`config.mk`:
```
export PLATFORM = sky130hd
export DESIGN_NAME = branch_target_predictor
export DESIGN_NICKNAME = d
export VERILOG_FILES = /design/src/rtl/branch_target_predictor.sv
export SDC_FILE = /design/constraint.sdc
export NUM_CORES = 2
export LEC_CHECK = 0
export CORE_ASPECT_RATIO = 1.1
export CORE_MARGIN = 8
export CORE_UTILIZATION = 35
export CTS_CLUSTER_SIZE = 10
export DETAILED_ROUTE_END_ITERATION = 12
export PLACE_DENSITY = 0.59
export SYNTH_ARGS = -nofsm -noshare
export SYNTH_HDL_FRONTEND = slang
export SYNTH_SLANG_ARGS = --single-unit
```
`constraint.sdc`:
```
create_clock -name clk_i -period 12.4 [get_ports clk_i]
set_clock_uncertainty 0.15 [all_clocks]
set_input_delay 1.24 -clock clk_i [delete_from_list [all_inputs] [get_ports clk_i]]
set_output_delay 1.24 -clock clk_i [all_outputs]
set_load 0.02 [all_outputs]
```
`src/rtl/branch_target_predictor.sv`:
```
// Direct-mapped BTB with per-entry saturating counters and a registered redirect request.
// Optional BTB_PERF_CNT_EN adds saturating branch/mispredict performance counters.
module branch_target_predictor #(
  parameter int ADDR_W  = 32,
  parameter int ENTRIES = 16,
  parameter int IDX_W   = 4,
  parameter int CNT_W   = 2
) (
  input  logic              clk_i,
  input  logic              rst_n,
  input  logic [ADDR_W-1:0] lookup_pc_i,
  output logic              pred_hit_o,
  output logic              pred_taken_o,
  output logic [ADDR_W-1:0] pred_target_o,
  input  logic              upd_valid_i,
  input  logic [ADDR_W-1:0] upd_pc_i,
  input  logic              upd_taken_i,
  input  logic [ADDR_W-1:0] upd_target_i,
  input  logic              upd_pred_taken_i,
  input  logic [ADDR_W-1:0] upd_pred_target_i,
  input  logic              flush_all_i,
`ifdef BTB_PERF_CNT_EN
  output logic [31:0]       perf_branches_o,
  output logic [31:0]       perf_mispred_o,
`endif
  output logic              mispredict_o,
  output logic [ADDR_W-1:0] redirect_pc_o
);

  localparam int TAG_W = ADDR_W - IDX_W - 2;
  localparam logic [CNT_W-1:0] CNT_MAX  = '1;
  localparam logic [CNT_W-1:0] CNT_WEAK = CNT_W'(1) << (CNT_W - 1);

  logic              valid_q  [ENTRIES];
  logic [TAG_W-1:0]  tag_q    [ENTRIES];
  logic [ADDR_W-1:0] target_q [ENTRIES];
  logic [CNT_W-1:0]  cnt_q    [ENTRIES];

  logic [IDX_W-1:0]  l_idx, u_idx;
  logic [TAG_W-1:0]  l_tag, u_tag;
  logic              u_hit;
  logic              mispredict_d;

  // Lookup reads the pre-edge array, so a same-cycle update is seen one cycle later.
  assign l_idx         = lookup_pc_i[IDX_W+1:2];
  assign l_tag         = lookup_pc_i[ADDR_W-1:IDX_W+2];
  assign pred_hit_o    = valid_q[l_idx] && (tag_q[l_idx] == l_tag);
  assign pred_taken_o  = pred_hit_o && cnt_q[l_idx][CNT_W-1];
  assign pred_target_o = pred_taken_o ? target_q[l_idx] : lookup_pc_i + ADDR_W'(4);

  assign u_idx = upd_pc_i[IDX_W+1:2];
  assign u_tag = upd_pc_i[ADDR_W-1:IDX_W+2];
  assign u_hit = valid_q[u_idx] && (tag_q[u_idx] == u_tag);

  assign mispredict_d = upd_valid_i &&
                        ((upd_taken_i != upd_pred_taken_i) ||
                         (upd_taken_i && (upd_target_i != upd_pred_target_i)));

  always_ff @(posedge clk_i or negedge rst_n) begin
    if (!rst_n) begin
      for (int i = 0; i < ENTRIES; i++) begin
        valid_q[i]  <= 1'b0;
        tag_q[i]    <= '0;
        target_q[i] <= '0;
        cnt_q[i]    <= '0;
      end
    end else if (flush_all_i) begin
      // Flush wins over a simultaneous update; only valid bits matter afterwards.
      for (int i = 0; i < ENTRIES; i++) valid_q[i] <= 1'b0;
    end else if (upd_valid_i) begin
      if (u_hit) begin
        if (upd_taken_i) begin
          target_q[u_idx] <= upd_target_i;
          if (cnt_q[u_idx] != CNT_MAX) cnt_q[u_idx] <= cnt_q[u_idx] + CNT_W'(1);
        end else if (cnt_q[u_idx] != '0) begin
          cnt_q[u_idx] <= cnt_q[u_idx] - CNT_W'(1);
        end
      end else if (upd_taken_i) begin
        valid_q[u_idx]  <= 1'b1;
        tag_q[u_idx]    <= u_tag;
        target_q[u_idx] <= upd_target_i;
        cnt_q[u_idx]    <= CNT_WEAK;
      end
    end
  end

  // Redirect register evaluates regardless of flush.
  always_ff @(posedge clk_i or negedge rst_n) begin
    if (!rst_n) begin
      mispredict_o  <= 1'b0;
      redirect_pc_o <= '0;
    end else begin
      mispredict_o <= mispredict_d;
      if (upd_valid_i)
        redirect_pc_o <= upd_taken_i ? upd_target_i : upd_pc_i + ADDR_W'(4);
    end
  end

`ifdef BTB_PERF_CNT_EN
  always_ff @(posedge clk_i or negedge rst_n) begin
    if (!rst_n) begin
      perf_branches_o <= '0;
      perf_mispred_o  <= '0;
    end else begin
      if (upd_valid_i && (perf_branches_o != 32'hFFFF_FFFF))
        perf_branches_o <= perf_branches_o + 32'd1;
      if (mispredict_d && (perf_mispred_o != 32'hFFFF_FFFF))
        perf_mispred_o <= perf_mispred_o + 32'd1;
    end
  end
`endif

endmodule

```
==> flow_summary.json <==
{
  "status": "finished, final reports clean",
  "cts_tree": "yes",
  "grt_max_degree": 175,
  "synthAdderAreaFrac_pct": 0.167,
  "via_per_inst": 5.79,
  "grt_pass1_vias": 33500,
  "synth_cell_types": 73,
  "cts_sinks": 1009,
  "cts_root_buf": "clkbuf_16",
  "power.total_mw": 8.59,
  "cts_resized": 0,
  "crit_path_end_kind": "primary output",
  "max_freq_mhz": 124,
  "die_area_sq_mm": 0.163,
  "slew_headroom_pct": 26.0,
  "holdBufCountCts": 0,
  "clkTransAtPathRegs_ns": 0.05,
  "io_buffers": 200,
  "synthSimpleGateAreaFrac_pct": 3.31,
  "min_period_ns": 8.08,
  "wire_per_inst_microns": 30.0,
  "ys.flop_type": "dfrtp_1",
  "yosys.area.top_type_share_pct": 48.0,
  "finalHoldViolCount": 0,
  "layout-area-overhead-vs-synth_pct": 13.0,
  "die_y_microns": 422,
  "synthArstFlopShare_pct": 100,
  "track_usage_pct": 20.2,
  "startpoint_type": "input pin",
  "regArea_sq_mm": 0.0252,
  "leakagePower_nw": 26.0,
  "hold_class": "flop to flop",
  "synth_area_leader_cell": "dfrtp_1",
  "drc": 0,
  "multi_input_area_sq_mm": 0.0256,
  "gp_congestion": 0.821,
  "max-clock-path-buffers": 3,
  "synth_compound_area_share_pct": 2.22,
  "hpwlAfterDp_microns": 102000,
  "syn_area_sq_mm": 0.0526,
  "die_w_microns": 385,
  "totalWireLength_microns": 168000,
  "post-cts-setup-buffer-count": 0,
  "synthMuxAreaShare_pct": 40.3,
  "worst_pin_slew_ns": 1.11,
  "powerDensity_mw_per_mm2": 145,
  "worstSetupPathType": "input pin to primary output",
  "finalSetupViolCount": 0,
  "drv_slew": 0,
  "grt.overflow.total": 0,
  "whs_ns": 0.350,
  "utilization_pct": 39.7,
  "fin_tns_setup_ns": 0,
  "postSynthCellCount": 3534,
  "synth_edf_count": 0,
  "worstPathRequired_ns": 11.01,
  "drv.max_cap_violation_count": 0,
  "peakVddDrop_v": 0.000122,
  "core_area_sq_mm": 0.150,
  "drt_iter0_drc": 2730,
  "ys_ff_latch": 1009,
  "synthTopCellsByArea": "dfrtp_1 (48%), mux2_2 (20%), mux4_2 (16%), mux2i_1 (2.1%), xnor2_1 (1.5%)",
  "numCtsBuffers": 115,
  "rsz0062_at_grt": "false",
  "worst-path-max-fanout": 71,
  "synth-xor-area-share_pct": 2.38,
  "syn_area_per_cell_sq_um": 14.9,
  "fin_nets": 3724,
  "rows": 149,
  "seq_area_frac_synth_pct": 48.0,
  "drtAntennaViolNets": 0,
  "pin_count": 201,
  "initial_utilization_pct": 35.1,
  "synth_top_family_by_area": "multiplexers",
  "num_vias": 32400,
  "drt_first_pass_iters": 7,
  "n_fill_cell": 13900,
  "drive_above_1_share_pct": 44.5,
  "worst_ep_arrival_time_ns": 6.69,
  "yosys_warnings": 0,
  "clk_latency_ns": 0.75,
  "period_share_pct": 65.2,
  "antenna_found_initial": 10,
  "syn_nets": 3675,
  "htree_num_levels": 3,
  "grt_pass1_wl_microns": 243000
}
[where the power goes]
group	switching [mW]	total (mW)	internal, mW
sequential	0.260	3.98	3.72
combinational	0.658	1.46	0.804
clock	1.38	3.15	1.77
[layout by cell type (no fill, tap or decap), types with 11 or more instances in the layout]
cell | synthesis | final
mux2i_1 | 108 | 108
clkbuf_16 | 0 | 116
mux2_4 | 33 | 33
buf_4 | 31 | 78
a21oi_1 | 33 | 33
nand2_1 | 75 | 72
mux4_2 | 376 | 376
nand4_1 | 27 | 27
nor2b_1 | 27 | 26
dfrtp_1 | 1009 | 1009
nor2_1 | 50 | 39
and3_1 | 13 | 12
mux2_2 | 938 | 938
a22oi_1 | 16 | 16
clkdlybuf4s50_1 | 0 | 190
xnor2_1 | 87 | 87
mux2_1 | 50 | 50
a2bb2oi_1 | 13 | 13
inv_1 | 35 | 35
xor2_1 | 56 | 56
clkbuf_1 | 201 | 24
nand3_1 | 30 | 29
nor3_1 | 15 | 15
o21ai_0 | 51 | 51
nor2_4 | 0 | 11
a211oi_1 | 20 | 20
[final cells by class]
| type | instances | area share (%) |
|---|---|---|
| Clock inverter | 9 | 0.379 |
| Timing Repair Buffer | 277 | 4.42 |
| Clock buffer | 148 | 5.23 |
| Multi-Input combinational cell | 2144 | 43.1 |
| Tap cell | 1963 | 4.14 |
| Sequential cell | 1009 | 42.5 |
| Inverter | 36 | 0.228 |
| Antenna cell | 3 | 0.0126 |
[per-layer routing]
metal | share of wire, % | up-vias | track usage [%]
li1 | - | 13300 | -
met1 | 45 | 17700 | 29.3
met5 | 0.035 | - | 0
met2 | 45 | 1089 | 30.3
met4 | 2.6 | 8 | 5.47
met3 | 7.7 | 249 | 5.03
[state kept, by name (all words and copies together) (netlist names)]
signal,cells
valid_q,16
cnt_q,32
redirect_pc_o,32
tag_q,416
target_q,512
mispredict_o,1
[cells in the mapped netlist (3+ instances only)]
master        n
nand2b_1     11
or4_1         4
buf_6        18
mux2_2      938
nor2b_1      27
nor2_1       50
a22oi_1      16
o21ai_0      51
nand4_1      27
nor3_1       15
xnor2_1      87
mux2i_1     108
a211oi_1     20
a21oi_1      33
and4_1        7
nand3_1      30
and3_1       13
a22o_1       10
nand2_1      75
nand2_4       9
clkbuf_1    201
mux4_2      376
buf_12        6
o31ai_1       3
nor4_1       10
ha_1          7
o31a_1        3
o21ai_1       3
mux2_4       33
a21o_1        3
or3_1         4
buf_2        46
dfrtp_1    1009
a2bb2oi_1    13
xor2_1       56
buf_1        39
buf_4        31
inv_1        35
mux2_1       50
nand3b_1      6
and2_1       11
[through the flow]
stage | cells | setup slack, ns | cell area, sq um
floorplan | 3534 | 5.96 | 52600
global placement | 5429 | 4.17 | 56000
detailed placement | 5429 | 4.22 | 56000
CTS | 5586 | 4.20 | 59400
global route | 5586 | 3.92 | 59400
finish | 5589 | 4.32 | 59400
[cells by family (layout without fill, tap and decap cells)]
kind of cell / count (synthesis) / count (layout)
flip-flops: 1009 / 1009
buffers and inverters: 381 / 470
other: 0 / 3
AND/OR/NAND/NOR: 316 / 316
adder cells (fa/ha/maj): 7 / 7
AO/OA/AOI/OAI: 172 / 172
XOR/XNOR: 143 / 143
multiplexers: 1506 / 1506
[worst paths after layout]
kind,slack (ns),from,endpoint,depth (start not counted)
max in group asynchronous,9.30,rst_n,cnt_q[4],3
min in group asynchronous,0.36,rst_n,tag_q[345],1
worst max register to register,7.85,tag_q[251],cnt_q[27],9
worst max-delay path,4.32,lookup_pc_i[2],pred_target_o[26],13
worst min register to register,0.35,target_q[167],target_q[167],1
worst min-delay path,0.35,target_q[167],target_q[167],1
[worst max-delay path, stage by stage]
cell	delay [ns]
buf_8	0.56
buf_4	0.86
mux4_2	0.59
nor2b_1	0.15
a211oi_1	0.24
a21oi_1	0.13
xnor2_1	0.34
nand4_1	0.14
or4_1	0.59
nor3_4	0.17
buf_4	0.54
mux2_2	0.42
clkdlybuf4s50_1	0.55
Note: power is estimated with default switching activity, not from simulation.
